--- config.mk ---
export PLATFORM = sky130hd
export DESIGN_NAME = wbm_cmd_bridge
export DESIGN_NICKNAME = d
export VERILOG_FILES = /design/src/rtl/wbm_cmd_bridge.sv
export SDC_FILE = /design/constraint.sdc
export NUM_CORES = 1
export LEC_CHECK = 0
export BUFFER_PORTS_ARGS = -buffer_cell sky130_fd_sc_hd__buf_2
export CORE_MARGIN = 2
export CORE_UTILIZATION = 30
export CTS_BUF_LIST = sky130_fd_sc_hd__clkbuf_8
export CTS_CLUSTER_SIZE = 25
export DETAILED_ROUTE_END_ITERATION = 8
export PLACE_DENSITY = 0.54
export SYNTH_ARGS = -nofsm -noshare
export SYNTH_HDL_FRONTEND = slang
export SYNTH_SLANG_ARGS = --single-unit
--- constraint.sdc ---
create_clock -name wb_clk_i -period 12.15 [get_ports wb_clk_i]
set_clock_uncertainty 0.15 [all_clocks]
set_input_delay 2.43 -clock wb_clk_i [delete_from_list [all_inputs] [get_ports wb_clk_i]]
set_output_delay 2.43 -clock wb_clk_i [all_outputs]
set_load 0.03 [all_outputs]
--- src/rtl/wbm_cmd_bridge.sv ---
// wbm_cmd_bridge: byte-stream command packets -> one classic Wishbone cycle
// -> status/data response byte stream.
// Packet: OP, ADR[31:0] MSB first, DAT[31:0] MSB first (writes only).
// OP[3:0]: 1 = read, 2 = write, anything else illegal (status FF). OP[7:4] = byte selects.
// Optional build macro WBM_CMD_GAP_TIMEOUT_EN: aborts a partial packet after
// GAP_CYCLES idle cycles with status 03. Without it, partial packets wait forever.
`timescale 1ns/1ps
module wbm_cmd_bridge #(
    parameter int TIMEOUT_CYCLES = 1024,
    parameter int GAP_CYCLES     = 4096
) (
    input  logic        wb_clk_i,
    input  logic        wb_rst_i,
    input  logic [7:0]  cmd_data_i,
    input  logic        cmd_valid_i,
    output logic        cmd_ready_o,
    output logic [7:0]  rsp_data_o,
    output logic        rsp_valid_o,
    input  logic        rsp_ready_i,
    output logic        wbm_cyc_o,
    output logic        wbm_stb_o,
    output logic        wbm_we_o,
    output logic [3:0]  wbm_sel_o,
    output logic [31:0] wbm_adr_o,
    output logic [31:0] wbm_dat_o,
    input  logic [31:0] wbm_dat_i,
    input  logic        wbm_ack_i,
    input  logic        wbm_err_i
);

    localparam logic [2:0] S_OP      = 3'd0;
    localparam logic [2:0] S_ADR     = 3'd1;
    localparam logic [2:0] S_DAT     = 3'd2;
    localparam logic [2:0] S_BUS     = 3'd3;
    localparam logic [2:0] S_RSP_ST  = 3'd4;
    localparam logic [2:0] S_RSP_DAT = 3'd5;

    localparam logic [7:0] ST_ACK = 8'h00;
    localparam logic [7:0] ST_ERR = 8'h01;
    localparam logic [7:0] ST_TMO = 8'h02;
    localparam logic [7:0] ST_GAP = 8'h03;
    localparam logic [7:0] ST_BAD = 8'hFF;

    localparam int             TW       = $clog2(TIMEOUT_CYCLES + 1);
    localparam logic [TW-1:0]  TMO_LAST = TW'(TIMEOUT_CYCLES - 1);

    logic [2:0]    state_reg, state_next;
    logic [1:0]    byte_cnt_reg;
    logic          cmd_ready_reg;
    logic          we_reg;
    logic [3:0]    sel_reg;
    logic [31:0]   adr_shift_reg, dat_shift_reg, rd_data_reg;
    logic          wbm_cyc_reg, wbm_we_reg;
    logic [3:0]    wbm_sel_reg;
    logic [31:0]   wbm_adr_reg, wbm_dat_reg;
    logic [7:0]    rsp_data_reg;
    logic          rsp_valid_reg;
    logic [TW-1:0] tmo_cnt_reg;

    logic          cmd_fire, rsp_fire, op_legal, tmo_hit, bus_done, gap_hit;
    logic [7:0]    bus_status;

    assign cmd_fire = cmd_valid_i & cmd_ready_reg;
    assign rsp_fire = rsp_valid_reg & rsp_ready_i;
    assign op_legal = (cmd_data_i[3:0] == 4'h1) || (cmd_data_i[3:0] == 4'h2);
    assign tmo_hit  = (tmo_cnt_reg == TMO_LAST);
    assign bus_done = wbm_err_i | wbm_ack_i | tmo_hit;

    assign cmd_ready_o = cmd_ready_reg;
    assign rsp_data_o  = rsp_data_reg;
    assign rsp_valid_o = rsp_valid_reg;
    assign wbm_cyc_o   = wbm_cyc_reg;
    assign wbm_stb_o   = wbm_cyc_reg;
    assign wbm_we_o    = wbm_we_reg;
    assign wbm_sel_o   = wbm_sel_reg;
    assign wbm_adr_o   = wbm_adr_reg;
    assign wbm_dat_o   = wbm_dat_reg;

    // Completion status with err taking precedence over ack, ack over timeout
    always_comb begin
        bus_status = ST_TMO;
        if (wbm_err_i) begin
            bus_status = ST_ERR;
        end else if (wbm_ack_i) begin
            bus_status = ST_ACK;
        end
    end

`ifdef WBM_CMD_GAP_TIMEOUT_EN
    localparam int            GW       = $clog2(GAP_CYCLES + 1);
    localparam logic [GW-1:0] GAP_LAST = GW'(GAP_CYCLES - 1);
    logic [GW-1:0] gap_cnt_reg;

    assign gap_hit = !cmd_fire && (gap_cnt_reg == GAP_LAST);

    // Count consecutive idle cycles inside a partially received packet
    always_ff @(posedge wb_clk_i or posedge wb_rst_i) begin
        if (wb_rst_i) begin
            gap_cnt_reg <= '0;
        end else if (((state_reg == S_ADR) || (state_reg == S_DAT)) && !cmd_fire && !gap_hit) begin
            gap_cnt_reg <= gap_cnt_reg + 1'b1;
        end else begin
            gap_cnt_reg <= '0;
        end
    end
`else
    // Without the gap timeout a partial packet never aborts; the expression is
    // constant false and only keeps GAP_CYCLES referenced.
    assign gap_hit = (GAP_CYCLES < 0);
`endif

    // Next-state decode for the packet/bus/response sequencer
    always_comb begin
        state_next = state_reg;
        case (state_reg)
            S_OP: begin
                if (cmd_fire) state_next = op_legal ? S_ADR : S_RSP_ST;
            end
            S_ADR: begin
                if (cmd_fire) begin
                    if (byte_cnt_reg == 2'd3) state_next = we_reg ? S_DAT : S_BUS;
                end else if (gap_hit) begin
                    state_next = S_RSP_ST;
                end
            end
            S_DAT: begin
                if (cmd_fire) begin
                    if (byte_cnt_reg == 2'd3) state_next = S_BUS;
                end else if (gap_hit) begin
                    state_next = S_RSP_ST;
                end
            end
            S_BUS: begin
                if (bus_done) state_next = S_RSP_ST;
            end
            S_RSP_ST: begin
                // Only a successful read carries data bytes after the status
                if (rsp_fire) state_next = ((rsp_data_reg == ST_ACK) && !we_reg) ? S_RSP_DAT : S_OP;
            end
            S_RSP_DAT: begin
                if (rsp_fire && (byte_cnt_reg == 2'd3)) state_next = S_OP;
            end
            default: state_next = S_OP;
        endcase
    end

    // Bus-cycle timeout counter, running only while a cycle is outstanding
    always_ff @(posedge wb_clk_i or posedge wb_rst_i) begin
        if (wb_rst_i) begin
            tmo_cnt_reg <= '0;
        end else if ((state_reg == S_BUS) && !bus_done) begin
            tmo_cnt_reg <= tmo_cnt_reg + 1'b1;
        end else begin
            tmo_cnt_reg <= '0;
        end
    end

    // Packet parsing, WB cycle launch/retire and response sequencing
    always_ff @(posedge wb_clk_i or posedge wb_rst_i) begin
        if (wb_rst_i) begin
            state_reg     <= S_OP;
            cmd_ready_reg <= 1'b0;
            byte_cnt_reg  <= 2'd0;
            we_reg        <= 1'b0;
            sel_reg       <= 4'h0;
            adr_shift_reg <= 32'h0;
            dat_shift_reg <= 32'h0;
            rd_data_reg   <= 32'h0;
            wbm_cyc_reg   <= 1'b0;
            wbm_we_reg    <= 1'b0;
            wbm_sel_reg   <= 4'h0;
            wbm_adr_reg   <= 32'h0;
            wbm_dat_reg   <= 32'h0;
            rsp_data_reg  <= 8'h00;
            rsp_valid_reg <= 1'b0;
        end else begin
            state_reg     <= state_next;
            cmd_ready_reg <= (state_next == S_OP) || (state_next == S_ADR) || (state_next == S_DAT);
            case (state_reg)
                S_OP: begin
                    if (cmd_fire) begin
                        byte_cnt_reg <= 2'd0;
                        sel_reg      <= cmd_data_i[7:4];
                        we_reg       <= (cmd_data_i[3:0] == 4'h2);
                        if (!op_legal) begin
                            rsp_valid_reg <= 1'b1;
                            rsp_data_reg  <= ST_BAD;
                        end
                    end
                end
                S_ADR: begin
                    if (cmd_fire) begin
                        adr_shift_reg <= {adr_shift_reg[23:0], cmd_data_i};
                        byte_cnt_reg  <= byte_cnt_reg + 2'd1;
                        if ((byte_cnt_reg == 2'd3) && !we_reg) begin
                            wbm_cyc_reg <= 1'b1;
                            wbm_we_reg  <= 1'b0;
                            wbm_sel_reg <= sel_reg;
                            wbm_adr_reg <= {adr_shift_reg[23:0], cmd_data_i};
                            wbm_dat_reg <= dat_shift_reg;
                        end
                    end else if (gap_hit) begin
                        rsp_valid_reg <= 1'b1;
                        rsp_data_reg  <= ST_GAP;
                    end
                end
                S_DAT: begin
                    if (cmd_fire) begin
                        dat_shift_reg <= {dat_shift_reg[23:0], cmd_data_i};
                        byte_cnt_reg  <= byte_cnt_reg + 2'd1;
                        if (byte_cnt_reg == 2'd3) begin
                            wbm_cyc_reg <= 1'b1;
                            wbm_we_reg  <= 1'b1;
                            wbm_sel_reg <= sel_reg;
                            wbm_adr_reg <= adr_shift_reg;
                            wbm_dat_reg <= {dat_shift_reg[23:0], cmd_data_i};
                        end
                    end else if (gap_hit) begin
                        rsp_valid_reg <= 1'b1;
                        rsp_data_reg  <= ST_GAP;
                    end
                end
                S_BUS: begin
                    if (bus_done) begin
                        wbm_cyc_reg   <= 1'b0;
                        rsp_valid_reg <= 1'b1;
                        rsp_data_reg  <= bus_status;
                        if (!wbm_err_i && wbm_ack_i) rd_data_reg <= wbm_dat_i;
                    end
                end
                S_RSP_ST: begin
                    if (rsp_fire) begin
                        if (state_next == S_RSP_DAT) begin
                            rsp_data_reg <= rd_data_reg[31:24];
                            rd_data_reg  <= {rd_data_reg[23:0], 8'h00};
                            byte_cnt_reg <= 2'd0;
                        end else begin
                            rsp_valid_reg <= 1'b0;
                        end
                    end
                end
                S_RSP_DAT: begin
                    if (rsp_fire) begin
                        byte_cnt_reg <= byte_cnt_reg + 2'd1;
                        if (byte_cnt_reg == 2'd3) begin
                            rsp_valid_reg <= 1'b0;
                        end else begin
                            rsp_data_reg <= rd_data_reg[31:24];
                            rd_data_reg  <= {rd_data_reg[23:0], 8'h00};
                        end
                    end
                end
                default: ;
            endcase
        end
    end

endmodule

* After elaboration in Yosys (flattened, before gate mapping) *
Cells that the tools add are included.

cells by class
  add/sub/neg operators = 2
  reduce and logical (&&, ||, !) cells = 29
  multipliers = 0
  shifts and indexed selects = 0
  equality and inequality tests = 27
  order comparisons = 0
  bitwise gates (word level) = 4
  muxes and demuxes = 68
  divide/modulo/power cells = 0

operators by type and width
  cell                                                    number
  2-to-1 mux 32 bit                                       14
  case mux 32 bit (2 select lines)                        2
  case mux 32 bit (3 select lines)                        1
  2-to-1 mux 8 bit                                        7
  case mux 8 bit (4 select lines)                         1
  2-to-1 mux 3 bit                                        10
  != test 2 bit (second input constant)                   13
  case mux 3 bit (6 select lines)                         1
  2-to-1 mux 4 bit                                        4
  AND reduction 8 bit                                     2
  2-to-1 mux 1 bit                                        15
  2-to-1 mux 2 bit                                        7
  AND reduction 6 bit                                     2
  adder 11 x 1 -> 11 bit (second input constant)          1
  equality test 11 x 10 -> 1 bit (second input constant)  1
  2-to-1 mux 11 bit                                       1
  equality test 3 x 2 -> 1 bit (second input constant)    3
  equality test 3 bit (second input constant)             3
  logical NOT 8 bit                                       1
  case mux 2 bit (4 select lines)                         1
  case mux 4 bit (2 select lines)                         1
  nonzero test 4 bit                                      2
  AND reduction 7 bit                                     1
  equality test 3 x 1 -> 1 bit (second input constant)    2
  other kinds (19)                                        34

storage, ports and cells
  register bits after elaboration = 197
  output and inout bits = 81
  RAM bits = 0
  memory bits (read-only) = 0
  bits in latches = 0
  memories kept = 0

* Longest topological paths before layout *
Gate-level depths: netlist of run 1.

  depth in word-level cells = 9
  depth in mapped cells = 8
  mapped depth without buffers = 6

* Worst setup path after synthesis of run 1 *
OpenSTA, ideal clock, no wires.

  path kind = input-to-reg
  start = input wbm_err_i
  end = register rd_data_reg[10]
  stages = 5
  path slack = 8279 ps
  data required time = 11869 ps
  data arrival time = 3590 ps
  cells stage by stage = and4bb_2 -> o21ai_1 -> a221oi_4 -> buf_4 -> a31oi_2

between the ends
  word-level cells in the longest chain between the ends = 7
  elaborated cells on any way between the ends = 11
  those cells by class = eq/ne (4); mux (2); bitwise (2); reduce/logical (3)

ends and longest elaborated chain
  element                          line  text
  start: declaration               28    input logic wbm_err_i
  OR 1 bit (2 in series)           67    assign bus_done = wbm_err_i | wbm_ack_i | tmo_hit;
  2-to-1 mux 3 bit                 134   if (bus_done) state_next = S_RSP_ST;
  case mux 3 bit (6 select lines)  115   case (state_reg)
  equality test 3 bit              233   if (state_next == S_RSP_DAT) begin
  != test 2 bit (no line)          n/a
  AND reduction 7 bit (no line) *  n/a
  end signal: assignment           228   if (!wbm_err_i && wbm_ack_i) rd_data_reg <= wbm_dat_i;
  end signal: assignment           235   rd_data_reg <= {rd_data_reg[23:0], 8'h00};
  end signal: assignment           249   rd_data_reg <= {rd_data_reg[23:0], 8'h00};
  end: declaration                 52    logic [31:0] adr_shift_reg, dat_shift_reg, rd_data_reg;

Every way passes the cells marked *; elsewhere a longest branch is shown, timed or not.
A chain may end at the register's enable or synchronous reset.

* Worst setup path in the final report of run 1 *
  start = input cmd_valid_i
  end = register wbm_sel_reg[3] (netlist: wbm_sel_o[3])

between the ends
  word-level cells in the longest chain between the ends = 3
  elaborated cells on any way between the ends = 4
  those cells by class = eq/ne (2); bitwise (1); reduce/logical (1)

ends and longest elaborated chain
  element                          line  text
  start: declaration               15    input logic cmd_valid_i,
  bitwise AND 1 bit *              63    assign cmd_fire = cmd_valid_i & cmd_ready_reg;
  != test 2 bit (no line)          n/a
  AND reduction 5 bit (no line) *  n/a
  end signal: assignment           198   wbm_sel_reg <= sel_reg;
  end signal: assignment           214   wbm_sel_reg <= sel_reg;
  end: declaration                 54    logic [3:0] wbm_sel_reg;

Marked as above.

==> metrics.log, run 1 <==
INFO  metric status = finished, final reports clean
INFO  metric io_pins = 127
INFO  metric insertedDiodeCount = 0
INFO  metric syn2layout_area_growth = 16.07%
INFO  metric synthesis.instances = 759
INFO  metric final_hold_viol_count = 0
INFO  metric timing.final.crit_share = 32.93%
INFO  metric synth.ff_latch_count = 197
INFO  metric mappedNetlistArea = 8695 um^2
INFO  metric tritoncts.num_buffers = 17
INFO  metric grt_overflow_total = 0
INFO  metric final_critical_path_setup_slack = 8.149 ns
INFO  metric antenna_left = 0
INFO  metric synth_area_leader_cell = dfrtp_1
INFO  metric grt_use_total = 12.91%
INFO  metric die-height = 174.2 um
INFO  metric global_route_wire_length_before_repair = 31120 um
INFO  metric rsz0062_at_grt = false
INFO  metric drc = 0
INFO  metric async_flop_share = 100.0%
INFO  metric layout_nets = 912
INFO  metric initial_utilization = 30.37%
INFO  metric power.ir.vdd_worst = 0.08458 mV
INFO  metric die-area = 30360 um^2
INFO  metric dieWidth = 174.2 um
INFO  metric synth_nets = 807
INFO  metric clock_tree.buffer_depth = 2
INFO  metric vias_in_the_first_global_route = 5654
INFO  metric fmaxAchievable = 249.9 MHz
INFO  metric final_layout_size_suffix_gt1_share = 30.90%
INFO  metric fp-row-count = 62
INFO  metric overall_via_count_from_detail_route = 5769
INFO  metric clk_pin_slew = 0.13 ns
INFO  metric synth_cell_types = 53
INFO  metric synth_edf_count = 0
INFO  metric whs = 0.3339 ns
INFO  metric cts-htree-levels = 4
INFO  metric 1st_pass_router_iterations = 4
INFO  metric core_area = 28630 um^2
INFO  metric leakage_power_of_the_design = 0.004845 uW
INFO  metric detailedRoute.firstIterationViolations = 283
INFO  metric drt-wirelength-per-cell = 14.92 um
INFO  metric post_cts_resized = 0
INFO  metric setup_tns = 0 ns
INFO  metric synth-warning-count = 0
INFO  metric synth.most_common_cell = dfrtp_1
INFO  metric post_synth_main_area_contributors = dfrtp_1 (57%), mux2_2 (9.5%), mux2i_1 (8.2%)
INFO  metric worst_skew_pair.late_latency = 0.49 ns
INFO  metric timing.final.max_slew_violations = 0
INFO  metric synthFlopType = dfrtp_1
INFO  metric largest_net_degree_at_the_start_of_global_routing = 139
INFO  metric critical_path.max_fanout = 119
INFO  metric post_cts_buffers = 0
INFO  metric cts_hold_buf = 0
INFO  metric number_of_antenna_violations_at_the_first_check_in_global_routing = 1
INFO  metric gpl.final_weighted_congestion = 0.7377
INFO  metric pre_cts_setup_slack = 7.642 ns
INFO  metric yosysTopAreaCellShare = 56.70%
INFO  metric routed_wirelength = 18810 um
INFO  metric worstHoldPathType = reg -> reg
INFO  metric tritoncts = yes
INFO  metric power_density = 174.4 nW/um^2
INFO  metric place.port_buffers = 126
INFO  metric synth.avg_cell_area = 11.46 um^2
INFO  metric synth_seq_area_share = 56.70%
INFO  metric critical_path_class = in -> reg
INFO  metric report.final.setup_viol = 0
INFO  metric dp.final_hpwl = 12380 um
INFO  metric critical_path_required = 12.40 ns
INFO  metric post_synth_most_frequent_cells = dfrtp_1 (197), nand2_1 (125), o21ai_0 (86)
INFO  metric worst_pin_slew = 1.214 ns
INFO  metric worst_ep_arrival_time = 4.25 ns
INFO  metric clock_sinks = 197
INFO  metric start_kind = input pin
INFO  metric vias_per_cell = 4.575
INFO  metric post-route-min-period = 4.001 ns
INFO  metric clock_tree.root_cell = clkbuf_8
INFO  metric max-slew-margin-rel = 18.72%
INFO  metric crit_path_end_kind = flip-flop
INFO  metric cap_viol_max_count = 0
[logic make-up (layout without fill, tap and decap cells)]
group,Yosys count,in the layout,share of synthesized area (%)
buffers and inverters,64,182,3.569
multiplexers,145,145,17.76
AND/OR/NAND/NOR,210,210,10.68
adder cells (fa/ha/maj),2,2,0.2878
XOR/XNOR,9,9,0.9067
AO/OA/AOI/OAI,132,132,10.10
flip-flops,197,197,56.70
[power breakdown]
group	leakage (uW)	switching (uW)	internal, uW
Combinational	0.00201	253	174
Sequential	0.00261	89.5	774
Clock	0.000225	298	172
[final cells by class]
class	count	area [um^2]
fill	2902	18530
sequential	197	4930
multi-input combinational	498	3475
timing repair buffer	133	683.2
tap	384	480.5
clock buffer	17	234.0
clock inverter	15	219.0
inverter	17	71.32
[path summary, 6_finish.rpt]
| check | slack (ns) | end | start | cells past startpoint |
|---|---|---|---|---|
| setup / recovery | 8.15 | wbm_sel_o[3] | cmd_valid_i | 6 |
| hold / removal | 0.33 | wbm_adr_o[21] | wbm_adr_o[21] | 2 |
| setup reg to reg | 8.77 | rd_data_reg[18] | state_reg[2] | 6 |
| hold reg to reg | 0.33 | wbm_adr_o[21] | wbm_adr_o[21] | 2 |
| max in group asynchronous | 8.61 | dat_shift_reg[18] | wb_rst_i | 3 |
| min in group asynchronous | 1.95 | sel_reg[1] | wb_rst_i | 2 |
[worst max-delay path, stage by stage]
cell and delay, ns:
buf_2 0.12, nand3_1 0.13, nor2_1 0.09, nand2_4 0.17
buf_4 0.81, mux2_2 0.41
[through the flow]
stage / instances / utilization, % / area (um^2) / total power [uW]
after floorplan: 759 / - / 8695 / 1208
after global placement: 1229 / 33.67 / 9639 / 1302
after detailed placement: 1229 / 33.67 / 9639 / 1315
after CTS: 1261 / 35.26 / 10090 / 1791
after global routing: 1261 / 35.26 / 10090 / 1881
final: 1261 / 35.26 / 10090 / 1760
[layout by cell type (no fill, tap or decap), types with 3 or more instances in the layout]
cell type  synthesis  final
xor2_1             6      6
nand2_1          125    124
nand2b_1           4      4
a31oi_1            5      5
buf_2             22    126
and3_1             3      3
xnor2_1            3      3
nand3_1           14     14
inv_12             0      5
inv_8              0      3
clkbuf_8           0     17
dfrtp_1          197    197
inv_6              0      3
inv_1             17     16
clkinv_8           0      3
nor2_1            41     39
mux2_2            73     73
a21boi_0           3      3
a21oi_1            5      5
nor3_1             3      3
buf_4              3      7
a31oi_2           20     20
o21ai_0           86     86
mux2i_1           71     71
[layer usage]
layer	GRT usage [%]	vias to the layer above	routed length, um
li1	-	2846	-
met1	18.01	2781	9244
met2	19.94	118	8409
met3	2.865	22	877
met4	4.132	2	265
met5	0	-	13
No activity file was read; power rests on OpenSTA's default activity.
==> inputs of run 2 (changes only) <==
--- a/config.mk
+++ b/config.mk
@@ -5,13 +5,14 @@
 export SDC_FILE = /design/constraint.sdc
 export NUM_CORES = 1
 export LEC_CHECK = 0
+export ABC_AREA = 1
 export BUFFER_PORTS_ARGS = -buffer_cell sky130_fd_sc_hd__buf_2
 export CORE_MARGIN = 2
 export CORE_UTILIZATION = 30
 export CTS_BUF_LIST = sky130_fd_sc_hd__clkbuf_8
 export CTS_CLUSTER_SIZE = 25
 export DETAILED_ROUTE_END_ITERATION = 8
-export PLACE_DENSITY = 0.54
+export PLACE_DENSITY = 0.56
 export SYNTH_ARGS = -nofsm -noshare
 export SYNTH_HDL_FRONTEND = slang
 export SYNTH_SLANG_ARGS = --single-unit
==> constraint.sdc (replaced) <==
create_clock -name wb_clk_i -period 3.46 [get_ports wb_clk_i]
set_clock_uncertainty 0.15 [all_clocks]
set_input_delay 0.692 -clock wb_clk_i [delete_from_list [all_inputs] [get_ports wb_clk_i]]
set_output_delay 0.692 -clock wb_clk_i [all_outputs]
set_load 0.03 [all_outputs]
==> run 2 against run 1 <==
  * Die area up 2.7%
  * Power rose by 130%
  * Final area up 2.6%
  * Critical path depth is 4 higher
  * Routed wire length rose by 16%
  * Clock power rose to 3.5 times the previous value
  * Sequential share of layout area is 1.2 points lower
  * Sequential power grew to 2.7 times the previous value
  * Synthesized cell count grew 46%
  * Critical endpoint is now rd_data_reg[6]
  * Largest cell class unchanged
==> metrics.log, run 2 <==
INFO  metric internal-power = 3041 uW (+170%)
INFO  metric synth.avg_cell_area = 8.053 um^2 (-30%)
INFO  metric comb_power_share = 2.4% (-22 points)
INFO  metric synth_area_leader_cell = dfrtp_1
INFO  metric drc = 0 (unchanged)
INFO  metric synth.area.mux_share = 0.1680% (-18 points)
INFO  metric report.final.setup_viol = 0 (unchanged)
INFO  metric synth.ff_latch_count = 197 (unchanged)
INFO  metric fp-row-count = 63 (+1.6%)
INFO  metric critical_path_cell_by_cell = ha_1, nand2_1, nor2_1, nand3_1, nand2_1, nand2_2, nor2_4, nand2_4, nand2_1, nand2_1
INFO  metric detailedRoute.firstIterationViolations = 556 (+96%)
INFO  metric vias_per_cell = 4.481 (-2.1%)
INFO  metric io_pins = 127 (unchanged)
INFO  metric synth-compound-area-share = 12.43% (+2.3 points)
INFO  metric p_total = 4055 uW (+130%)
INFO  metric grt_overflow_total = 0 (unchanged)
INFO  metric setup_tns = 0 ns (unchanged)
INFO  metric post_cts_buffers = 0 (unchanged)
INFO  metric critical_path.max_fanout = 33 (-72%)
INFO  metric yosysTopAreaCellShare = 55.15% (-1.5 points)
INFO  metric synthesis.instances = 1110 (+46%)
INFO  metric critical_path.max_stage_delay = 0.64 ns (-0.17 ns)
INFO  metric tritoncts.num_buffers = 17 (unchanged)
INFO  metric crit_path_top_delay_cell = nor2_4
INFO  metric worst_ep_arrival_time = 2.89 ns (-1.36 ns)
INFO  metric synth_top_family_by_area = simple AND/OR/NAND/NOR gates
INFO  metric post_synth_simple_gate_area = 24.47% (+14 points)
INFO  metric initial_utilization = 30.32% (-0.054 points)
INFO  metric critical_path_required = 3.67 ns (-8.73 ns)
INFO  metric layout.cells.most_common_list = nand2_1 (427), dfrtp_1 (197), o21ai_0 (180)
INFO  metric synth_fa_ha_area_share = 0.2800% (-0.0079 points)
INFO  metric synth.most_common_cell = nand2_1
INFO  metric status = finished, final reports clean
INFO  metric async_flop_share = 100.0% (unchanged)
INFO  metric fmaxAchievable = 372.7 MHz
INFO  metric power_density = 391.8 nW/um^2 (+120%)
INFO  metric largest_net_degree_at_the_start_of_global_routing = 96 (-31%)
INFO  metric syn2layout_area_growth = 15.79%
INFO  metric post_synth_most_frequent_cells = nand2_1 (429), dfrtp_1 (197), o21ai_0 (180)
INFO  metric whs = 0.06407 ns (-0.2699 ns)
INFO  metric drt-wirelength-per-cell = 13.59 um (-8.9%)
INFO  metric clk_pin_slew = 0.11 ns (-0.02 ns)
INFO  metric critical_path_class = reg -> reg
INFO  metric power.switching_fraction = 25.00% (-11 points)
INFO  metric dieWidth = 176.6 um (+1.4%)
INFO  metric dp.final_hpwl = 15270 um (+23%)
INFO  metric timing.final.max_slew_violations = 0 (unchanged)
INFO  metric max-slew-margin-rel = 33.29% (+15 points)
INFO  metric mappedNetlistArea = 8939 um^2 (+2.8%)
INFO  metric rsz0062_at_grt = false
INFO  metric synth_cell_types = 29 (-45%)
INFO  metric final_layout_size_suffix_gt1_share = 15.89% (-15 points)
INFO  metric core_area = 29480 um^2 (+3.0%)
INFO  metric multi_input_area = 3373 um^2 (-2.9%)
INFO  metric post_synth_main_area_contributors = dfrtp_1 (55%), nand2_1 (18%), o21ai_0 (10%)
INFO  metric 1st_pass_router_iterations = 5 (+1)
INFO  metric vias_in_the_first_global_route = 6945 (+23%)
INFO  metric final_critical_path_setup_slack = 0.7771 ns (-7.372 ns)
INFO  metric synth_seq_area_share = 55.15% (-1.5 points)
INFO  metric post-route-min-period = 2.683 ns
INFO  metric crit_path_frequent_cell = nand2_1
INFO  metric fillerInstances = 3181 (+9.6%)
INFO  metric leakage_power_of_the_design = 0.005124 uW (+5.8%)
INFO  metric start_kind = flip-flop
INFO  metric global_route_wire_length_before_repair = 35940 um (+15%)
INFO  metric die-height = 176.6 um (+1.4%)
INFO  metric synth_edf_count = 0 (unchanged)
INFO  metric clkPwrFrac = 40.8% (+14 points)
INFO  metric synth_nets = 1158 (+43%)
INFO  metric final_hold_viol_count = 0 (unchanged)
INFO  metric yosys.area_share.xor_xnor = 0.1960% (-0.71 points)
INFO  metric overall_via_count_from_detail_route = 7223 (+25%)
INFO  metric clock_sinks = 197 (unchanged)
INFO  metric cts-htree-levels = 4 (unchanged)
INFO  metric worst_skew_pair.late_latency = 0.48 ns (about the same)
INFO  metric synthFlopType = dfrtp_1
INFO  metric clock_tree.buffer_depth = 2 (unchanged)
INFO  metric switching_power = 1014 uW (+58%)
INFO  metric clock_tree.root_cell = clkbuf_8
INFO  metric share_seq_of_total_power = 56.7% (+7.6 points)
INFO  metric worst_pin_slew = 0.9972 ns (-0.2165 ns)
INFO  metric cap_viol_max_count = 0 (unchanged)
INFO  metric synth-warning-count = 0 (unchanged)
INFO  metric pre_cts_setup_slack = 0.7286 ns (-6.913 ns)
INFO  metric antenna_left = 0 (unchanged)
INFO  metric grt_use_total = 14.44% (+1.5 points)
INFO  metric worstHoldPathType = in -> async
INFO  metric power.ir.vdd_worst = 0.1906 mV (+130%)
INFO  metric gpl.final_weighted_congestion = 0.7915 (+7.3%)
INFO  metric tritoncts = yes
INFO  metric post_cts_resized = 0 (unchanged)
INFO  metric cts_hold_buf = 0 (unchanged)
INFO  metric die-area = 31190 um^2 (+2.7%)
INFO  metric layout_nets = 1256 (+38%)
INFO  metric register_area = 4930 um^2 (unchanged)
INFO  metric mostFrequentLayoutCell = nand2_1
INFO  metric number_of_antenna_violations_at_the_first_check_in_global_routing = 3 (+2)
INFO  metric routed_wirelength = 21910 um (+16%)
INFO  metric crit_path_end_kind = flip-flop
INFO  metric timing.final.crit_share = 77.54%
INFO  metric place.port_buffers = 126 (unchanged)
[run 2: cell count changes after synthesis, sizes merged, moves of 5 or more]
cell    delta
mux2      -73
xor2       -5
mux2i     -71
nand2    +306
a31oi     -25
nand3b     +6
clkbuf     +8
inv       +75
nand3     +25
nand4     +12
o21ai    +121
[run 2: path summary, 6_finish.rpt]
kind / from / to / slack, ns / cells past startpoint
min in group wb_clk_i: rd_data_reg[19] / rd_data_reg[19] / 0.33 / 2
worst max-delay path: tmo_cnt_reg[0] / rd_data_reg[6] / 0.78 / 10
max in group asynchronous: wb_rst_i / wbm_adr_o[7] / 2.27 / 3
worst min-delay path: wb_rst_i / tmo_cnt_reg[10] / 0.06 / 2
worst min register to register: rd_data_reg[19] / rd_data_reg[19] / 0.33 / 2
worst max register to register: tmo_cnt_reg[0] / rd_data_reg[6] / 0.78 / 10
[run 2: logic make-up after synthesis]
logic type	after synthesis
adder cells (fa/ha/maj)	2
flip-flops	197
buffers and inverters	151
multiplexers	1
XOR/XNOR	2
AO/OA/AOI/OAI	220
AND/OR/NAND/NOR	537
[run 2: power by group through the flow]
stage	Sequential [uW]	Clock, uW	Combinational (uW)
2_1_floorplan	2350	0	42.7
3_3_place_gp	2350	0	103
3_5_place_dp	2350	0	103
4_1_cts	2300	1710	103
5_1_grt	2300	1800	114
6_report	2300	1660	98.3
[run 2: per-layer routing]
metal / part of all wire, % / global-route usage, % / wire length, um / up-vias
li1: - / - / - / 3712
met1: 49 / 20.27 / 10710 / 3362
met2: 46 / 22.72 / 10050 / 134
met3: 4.4 / 3.243 / 959 / 13
met4: 0.79 / 3.409 / 172 / 2
met5: 0.059 / 0 / 13 / -
[run 2: worst max-delay path, delay by kind of cell, from the launching register on]
kind / cells / cell delay (ns)
AND/OR/NAND/NOR: 9 / 1.84
flip-flops: 1 / 0.40
adder cells (fa/ha/maj): 1 / 0.18
[run 2: area by class of cell]
class / count / area share [%]
well taps: 390 / 4.715
repair buffers: 138 / 7.326
diodes: 1 / 0.02418
clock buffers: 18 / 2.394
flip-flops and latches: 197 / 47.63
clock inverters: 14 / 1.946
inverters: 92 / 3.373
multi-input cells: 762 / 32.59
[run 2: metrics by stage]
step           cell area [um^2]  cells  utilization [%]
5_1_grt                   10350   1611            35.10
3_5_place_dp               9898   1579            33.58
3_3_place_gp               9898   1579            33.58
6_report                  10350   1612            35.11
2_1_floorplan              8942   1110                -
4_1_cts                   10350   1611            35.10
